`src/rtl/regfile_scoreboard_if.sv`:
```
// Decode/writeback bus of the register file: two read ports, a write port,
// and the reservation and flush controls of the pending-result scoreboard.
interface regfile_scoreboard_if #(
  parameter int DATA_W = 32,
  parameter int ADDR_W = 5
);
  logic [ADDR_W-1:0] rd_addr1;
  logic [ADDR_W-1:0] rd_addr2;
  logic [DATA_W-1:0] rd_data1;
  logic [DATA_W-1:0] rd_data2;
  logic              rd_busy1;
  logic              rd_busy2;
  logic              wr_en;
  logic [ADDR_W-1:0] wr_addr;
  logic [DATA_W-1:0] wr_data;
  logic              rsv_en;
  logic [ADDR_W-1:0] rsv_addr;
  logic              rsv_ack;
  logic              flush;
  logic              any_busy;

  modport master (
    output rd_addr1, rd_addr2, wr_en, wr_addr, wr_data, rsv_en, rsv_addr, flush,
    input  rd_data1, rd_data2, rd_busy1, rd_busy2, rsv_ack, any_busy
  );

  modport slave (
    input  rd_addr1, rd_addr2, wr_en, wr_addr, wr_data, rsv_en, rsv_addr, flush,
    output rd_data1, rd_data2, rd_busy1, rd_busy2, rsv_ack, any_busy
  );
endinterface

```
`src/rtl/regfile_scoreboard.sv`:
```
// Register file with two combinational read ports, one write port, optional
// write-to-read bypass and a per-register pending-write counter for stalls.
module regfile_scoreboard #(
  parameter int DATA_W   = 32,
  parameter int ADDR_W   = 5,
  parameter int ZERO_REG = 1,
  parameter int BYPASS   = 1,
  parameter int CNT_W    = 2
) (
  input  logic                 clk,
  input  logic                 reset,
  regfile_scoreboard_if.slave  bus
);
  localparam int DEPTH = 1 << ADDR_W;
  localparam logic [CNT_W-1:0] CNT_MAX = '1;
  localparam logic [CNT_W-1:0] CNT_ONE = CNT_W'(1);

  logic [DATA_W-1:0] r_mem [DEPTH];
  logic [CNT_W-1:0]  r_cnt [DEPTH];

  logic [DEPTH-1:0]  w_inc;
  logic [DEPTH-1:0]  w_dec;
  logic [DEPTH-1:0]  w_wr;
  logic [DEPTH-1:0]  w_nonzero;

  logic [CNT_W-1:0]  w_rsv_cnt;
  logic              w_rsv_zero;
  logic              w_rsv_release;
  logic              w_ack;

  // A full counter still accepts when the same edge retires one of its writes.
  assign w_rsv_cnt     = r_cnt[bus.rsv_addr];
  assign w_rsv_zero    = (ZERO_REG != 0) && (bus.rsv_addr == '0);
  assign w_rsv_release = bus.wr_en && (bus.wr_addr == bus.rsv_addr) && (w_rsv_cnt != '0);
  assign w_ack         = bus.rsv_en && !w_rsv_zero && ((w_rsv_cnt != CNT_MAX) || w_rsv_release);
  assign bus.rsv_ack   = w_ack;

  for (genvar gi = 0; gi < DEPTH; gi++) begin : g_reg
    assign w_inc[gi]     = w_ack && (bus.rsv_addr == ADDR_W'(gi));
    assign w_dec[gi]     = bus.wr_en && (bus.wr_addr == ADDR_W'(gi)) && (r_cnt[gi] != '0);
    assign w_wr[gi]      = bus.wr_en && (bus.wr_addr == ADDR_W'(gi)) && !((ZERO_REG != 0) && (gi == 0));
    assign w_nonzero[gi] = (r_cnt[gi] != '0);
  end

  assign bus.any_busy = |w_nonzero;

  always_ff @(posedge clk) begin
    for (int i = 0; i < DEPTH; i++) begin
      if (reset) begin
        r_mem[i] <= '0;
        r_cnt[i] <= '0;
      end else begin
        if (w_wr[i]) r_mem[i] <= bus.wr_data;
        if (bus.flush)                 r_cnt[i] <= '0;
        else if (w_inc[i] && !w_dec[i]) r_cnt[i] <= r_cnt[i] + CNT_ONE;
        else if (w_dec[i] && !w_inc[i]) r_cnt[i] <= r_cnt[i] - CNT_ONE;
      end
    end
  end

  logic [CNT_W-1:0] w_cnt1, w_cnt2;
  logic             w_fwd1, w_fwd2;
  logic             w_zero1, w_zero2;

  assign w_cnt1  = r_cnt[bus.rd_addr1];
  assign w_cnt2  = r_cnt[bus.rd_addr2];
  assign w_fwd1  = (BYPASS != 0) && bus.wr_en && (bus.wr_addr == bus.rd_addr1);
  assign w_fwd2  = (BYPASS != 0) && bus.wr_en && (bus.wr_addr == bus.rd_addr2);
  assign w_zero1 = (ZERO_REG != 0) && (bus.rd_addr1 == '0);
  assign w_zero2 = (ZERO_REG != 0) && (bus.rd_addr2 == '0);

  // A forwarded final writeback already satisfies the reader, so it is not busy.
  assign bus.rd_data1 = w_zero1 ? '0 : (w_fwd1 ? bus.wr_data : r_mem[bus.rd_addr1]);
  assign bus.rd_data2 = w_zero2 ? '0 : (w_fwd2 ? bus.wr_data : r_mem[bus.rd_addr2]);
  assign bus.rd_busy1 = !w_zero1 && (w_cnt1 != '0) && !(w_fwd1 && (w_cnt1 == CNT_ONE));
  assign bus.rd_busy2 = !w_zero2 && (w_cnt2 != '0) && !(w_fwd2 && (w_cnt2 == CNT_ONE));
endmodule

```
`src/flat_wrapper.sv`:
```
// flat-port wrapper written by rule: the top's interface ports become plain ports
module regfile_scoreboard_flat 
#(
  parameter int DATA_W   = 32,
  parameter int ADDR_W   = 5,
  parameter int ZERO_REG = 1,
  parameter int BYPASS   = 1,
  parameter int CNT_W    = 2
)
  (clk, reset, bus_rd_addr1, bus_rd_addr2, bus_wr_en, bus_wr_addr, bus_wr_data, bus_rsv_en, bus_rsv_addr, bus_flush, bus_rd_data1, bus_rd_data2, bus_rd_busy1, bus_rd_busy2, bus_rsv_ack, bus_any_busy);
  regfile_scoreboard_if #(.DATA_W(DATA_W), .ADDR_W(ADDR_W)) bus_i ();
  input  logic clk;
  input  logic reset;
  input wire logic [$bits(bus_i.rd_addr1)-1:0] bus_rd_addr1;
  input wire logic [$bits(bus_i.rd_addr2)-1:0] bus_rd_addr2;
  input wire logic [$bits(bus_i.wr_en)-1:0] bus_wr_en;
  input wire logic [$bits(bus_i.wr_addr)-1:0] bus_wr_addr;
  input wire logic [$bits(bus_i.wr_data)-1:0] bus_wr_data;
  input wire logic [$bits(bus_i.rsv_en)-1:0] bus_rsv_en;
  input wire logic [$bits(bus_i.rsv_addr)-1:0] bus_rsv_addr;
  input wire logic [$bits(bus_i.flush)-1:0] bus_flush;
  output wire logic [$bits(bus_i.rd_data1)-1:0] bus_rd_data1;
  output wire logic [$bits(bus_i.rd_data2)-1:0] bus_rd_data2;
  output wire logic [$bits(bus_i.rd_busy1)-1:0] bus_rd_busy1;
  output wire logic [$bits(bus_i.rd_busy2)-1:0] bus_rd_busy2;
  output wire logic [$bits(bus_i.rsv_ack)-1:0] bus_rsv_ack;
  output wire logic [$bits(bus_i.any_busy)-1:0] bus_any_busy;
  assign bus_i.rd_addr1 = bus_rd_addr1;
  assign bus_i.rd_addr2 = bus_rd_addr2;
  assign bus_i.wr_en = bus_wr_en;
  assign bus_i.wr_addr = bus_wr_addr;
  assign bus_i.wr_data = bus_wr_data;
  assign bus_i.rsv_en = bus_rsv_en;
  assign bus_i.rsv_addr = bus_rsv_addr;
  assign bus_i.flush = bus_flush;
  assign bus_rd_data1 = bus_i.rd_data1;
  assign bus_rd_data2 = bus_i.rd_data2;
  assign bus_rd_busy1 = bus_i.rd_busy1;
  assign bus_rd_busy2 = bus_i.rd_busy2;
  assign bus_rsv_ack = bus_i.rsv_ack;
  assign bus_any_busy = bus_i.any_busy;
  regfile_scoreboard #(.DATA_W(DATA_W), .ADDR_W(ADDR_W), .ZERO_REG(ZERO_REG), .BYPASS(BYPASS), .CNT_W(CNT_W)) u_core (.clk(clk), .reset(reset), .bus(bus_i));
endmodule
```
`config.mk`:
```
export PLATFORM = sky130hd
export DESIGN_NAME = regfile_scoreboard_flat
export DESIGN_NICKNAME = d
export VERILOG_FILES = /design/src/rtl/regfile_scoreboard_if.sv /design/src/rtl/regfile_scoreboard.sv /design/src/flat_wrapper.sv
export SDC_FILE = /design/constraint.sdc
export NUM_CORES = 2
export LEC_CHECK = 0
export BUFFER_PORTS_ARGS = -buffer_cell sky130_fd_sc_hd__buf_4
export CORE_UTILIZATION = 40
export CTS_CLUSTER_DIAMETER = 80
export DETAILED_ROUTE_END_ITERATION = 8
export SLEW_MARGIN = 5
export SYNTH_ARGS = -nofsm -noshare
export SYNTH_HDL_FRONTEND = slang
export SYNTH_SLANG_ARGS = --single-unit
```
`constraint.sdc`:
```
create_clock -name clk -period 6.5 [get_ports clk]
set_input_delay 0.325 -clock clk [delete_from_list [all_inputs] [get_ports clk]]
set_output_delay 0.325 -clock clk [all_outputs]
set_load 0.01 [all_outputs]
```
==> flow_metrics.py <==
metrics = {
    "sta": {
        "final_hold_viol_count": 0,
        "rsz0062_at_grt": "false",
        "skew_ps": 6.14,
        "tns_ps": 0,
        "max-slew-margin-rel": 0.0885,
        "worst_pin_slew_ps": 1360,
        "finalCriticalPeriod_ps": 4380,
        "holdWs_ps": 97.5,
        "finalMaxSlewViolations": 0,
        "setup_viol": 0,
        "clock.fmax_mhz": 228,
        "finalCritPeriodShare": 0.674,
    },
    "logic_synthesis": {
        "synth_seq_area_share": 0.529,
        "synth_edf_count": 1056,
        "syn_inst": 4186,
        "muxShareOfSynthArea": 0.235,
        "ys_seq_elements": 1056,
        "synthAdderAreaFrac": 0.00668,
        "synthTopCellsByCount": "edfxtp_1 (1056), and2_1 (1001), mux4_2 (558), clkbuf_1 (288), nand2_1 (145)",
        "synthDistinctLibCells": 63,
        "syn_area_mm2": 0.0600,
        "synth_compound_area_frac": 0.0376,
        "synthDominantCellAreaShare": 0.529,
        "avgSynthCellArea_um2": 14.3,
        "async_flop_share": 0,
        "synth_ff_type": "edfxtp_1",
        "netlist_top_cells_area": "edfxtp_1 (53%), mux4_2 (21%), and2_1 (10%)",
        "synthSimpleGateAreaFrac": 0.150,
        "yosys.area_share.xor_xnor": 0.00684,
        "syn-num-nets": 4275,
        "yosys.cell_count.top_type": "edfxtp_1",
        "yosysWarnings": 0,
        "yosys.area.top_type": "edfxtp_1",
        "synth_top_family_by_area": "multiplexers",
    },
    "clock_network": {
        "cts_resized": 0,
        "postCtsSetupBuffers": 0,
        "holdBufCountCts": 0,
        "cts_tree": "done",
        "cts_buffer_depth": 3,
        "clock_latency_ps": 760,
        "clk_pin_slew_ps": 60,
        "cts_inserted_buffers": 110,
        "htreeDepth": 3,
        "clockRootBuffer": "clkbuf_16",
        "clock_sinks": 1056,
    },
    "grt": {
        "grt_usage": 0.287,
        "grt_pass1_vias": 38300,
        "grt_max_degree": 101,
        "grt_pass1_wl_um": 303000,
        "gr-total-overflow": 0,
        "antenna_found_initial": 17,
    },
    "worst_setup_path": {
        "worstSetupPathType": "primary input to primary output",
        "end_kind": "primary output",
        "worstReg2RegStart": "u_core.r_cnt[28][0]",
        "worstPathArrival_ps": 4060,
        "r2r_end": "u_core.r_cnt[31][0]",
        "startpoint": "bus_rd_addr2[2]",
        "r2r_cells": 6,
        "rrSetupSlack_ps": 4040,
        "worstSetupStartpointType": "primary input",
        "path_max_fanout": 60,
        "cp.required_ps": 6170,
    },
    "power_and_ir_drop": {
        "ir_drop_mv": 0.209,
        "leakagePower_uw": 0.0222,
        "p_per_area_mw_per_mm2": 249,
    },
    "drt": {
        "drt_iter0_markers": 5705,
        "route.detailed.drc": 0,
        "vias": 39300,
        "drt-total-wl_um": 218000,
        "firstDrtPassIters": 5,
        "routedWlPerCell_um": 35.6,
        "vias_per_cell": 6.43,
        "drtAntennaViolNets": 0,
    },
    "min_path": {
        "hold_path_depth": 2,
        "min_to": "u_core.r_mem[31][30]",
        "hp-start": "bus_wr_data[30]",
        "hp-class": "primary input to flip-flop",
    },
    "floorplanning": {
        "die_x_um": 389,
        "start_util": 0.405,
        "dieArea_mm2": 0.151,
        "rows": 141,
        "ioPinCount": 125,
        "die_h_um": 389,
        "core-area_mm2": 0.148,
    },
    "placement": {
        "gp_congestion": 0.845,
        "dp_hpwl_um": 118000,
        "io_buffers": 124,
    },
    "final_layout": {
        "multiInputGateArea_mm2": 0.0266,
        "drive_above_1_share": 0.260,
        "area_delta_synth_final_pct": 10.1,
        "area.sequential_mm2": 0.0317,
        "fin_nets": 4175,
        "num-fill-cells": 13000,
    },
    "run_status": {
        "status": "completed",
    },
    "job": {
        "max_cap_violations": 0,
    },
}
layer usage:
| metal | vias to the layer above | routed length, um | GRT usage | part of all wire |
|---|---|---|---|---|
| met1 | 20400 | 80400 | 0.373 | 0.37 |
| met2 | 2636 | 103000 | 0.455 | 0.47 |
| li1 | 15800 | - | - | - |
| met5 | - | 35 | 0 | 0.00016 |
| met3 | 511 | 23700 | 0.0621 | 0.11 |
| met4 | 6 | 10500 | 0.140 | 0.048 |
worst max-delay path, stage by stage:
cell	delay (ps)
clkbuf_8	540
or2_2	1100
a221oi_1	130
o41ai_1	410
a21oi_1	80
nor3_1	1090
buf_4	280
registers in the layout (all words and copies together), names as in the netlist:
name          count
u_core.r_mem    992
u_core.r_cnt     64
area by class of cell:
| class | instances | share of cell area |
|---|---|---|
| multi-input cells | 2634 | 0.402 |
| inverters | 65 | 0.00369 |
| diodes | 10 | 0.000379 |
| flip-flops and latches | 1056 | 0.480 |
| well taps | 1930 | 0.0366 |
| clock inverters | 58 | 0.00602 |
| clock buffers | 142 | 0.0441 |
| repair buffers | 219 | 0.0266 |
cell usage in the layout (no fill, tap or decap), types with 26 or more instances in the layout:
cell type,n
a22oi_1,28
mux4_2,558
nor2_4,29
and2_1,1001
inv_1,65
mux2_2,64
nand2b_2,26
buf_4,207
a211oi_1,45
nor2b_1,32
ha_1,32
edfxtp_1,1056
clkbuf_16,112
xor2_1,32
a22o_1,32
a21oi_1,71
nand2_1,145
mux2i_1,82
nand3_1,36
clkbuf_1,30
a221oi_1,30
nor2_1,103
clkinv_1,31
nor3_1,67
where the power goes:
| part | total (uW) | switching (uW) | leakage (uW) | internal (uW) |
|---|---|---|---|---|
| Sequential | 8070 | 198 | 0.0102 | 7870 |
| Clock | 6080 | 2810 | 0.00161 | 3270 |
| Combinational | 2290 | 1340 | 0.0104 | 951 |
| Total | 16400 | 4340 | 0.0222 | 12100 |
through the flow:
stage / area (um2) / util / total power (uW) / setup slack, ps / instances
6_report: 66000 / 0.446 / 16400 / 2120 / 6114
5_1_grt: 66000 / 0.446 / 16800 / 2060 / 6105
4_1_cts: 66000 / 0.445 / 16400 / 2220 / 6104
3_5_place_dp: 62700 / 0.423 / 10500 / 2240 / 5904
3_3_place_gp: 62700 / 0.423 / 10400 / 2140 / 5904
2_1_floorplan: 60000 / - / 9530 / 3680 / 4186
how the worst max path moves through the flow:
stage	slack, ps	cells after the start	endpoint
after CTS	2220	9	bus_rd_data2[19]
final	2120	7	bus_rd_data2[8]
after global routing	2060	9	bus_rd_data2[19]
after global placement	2140	9	bus_rd_data2[19]
after floorplan	3680	3	u_core.r_mem[30][0]
after detailed placement	2240	9	bus_rd_data2[19]
logic make-up (layout without fill, tap and decap cells):
group | after synthesis | after routing
buffers and inverters | 496 | 484
xor gates and xnor gates | 46 | 46
adders and majority gates | 32 | 32
DFF | 1056 | 1056
and+or+nand+nor | 1554 | 1554
muxes | 704 | 704
other | 0 | 10
AOI/OAI and AO/OA | 298 | 298
(Power assumes the default switching activity.)
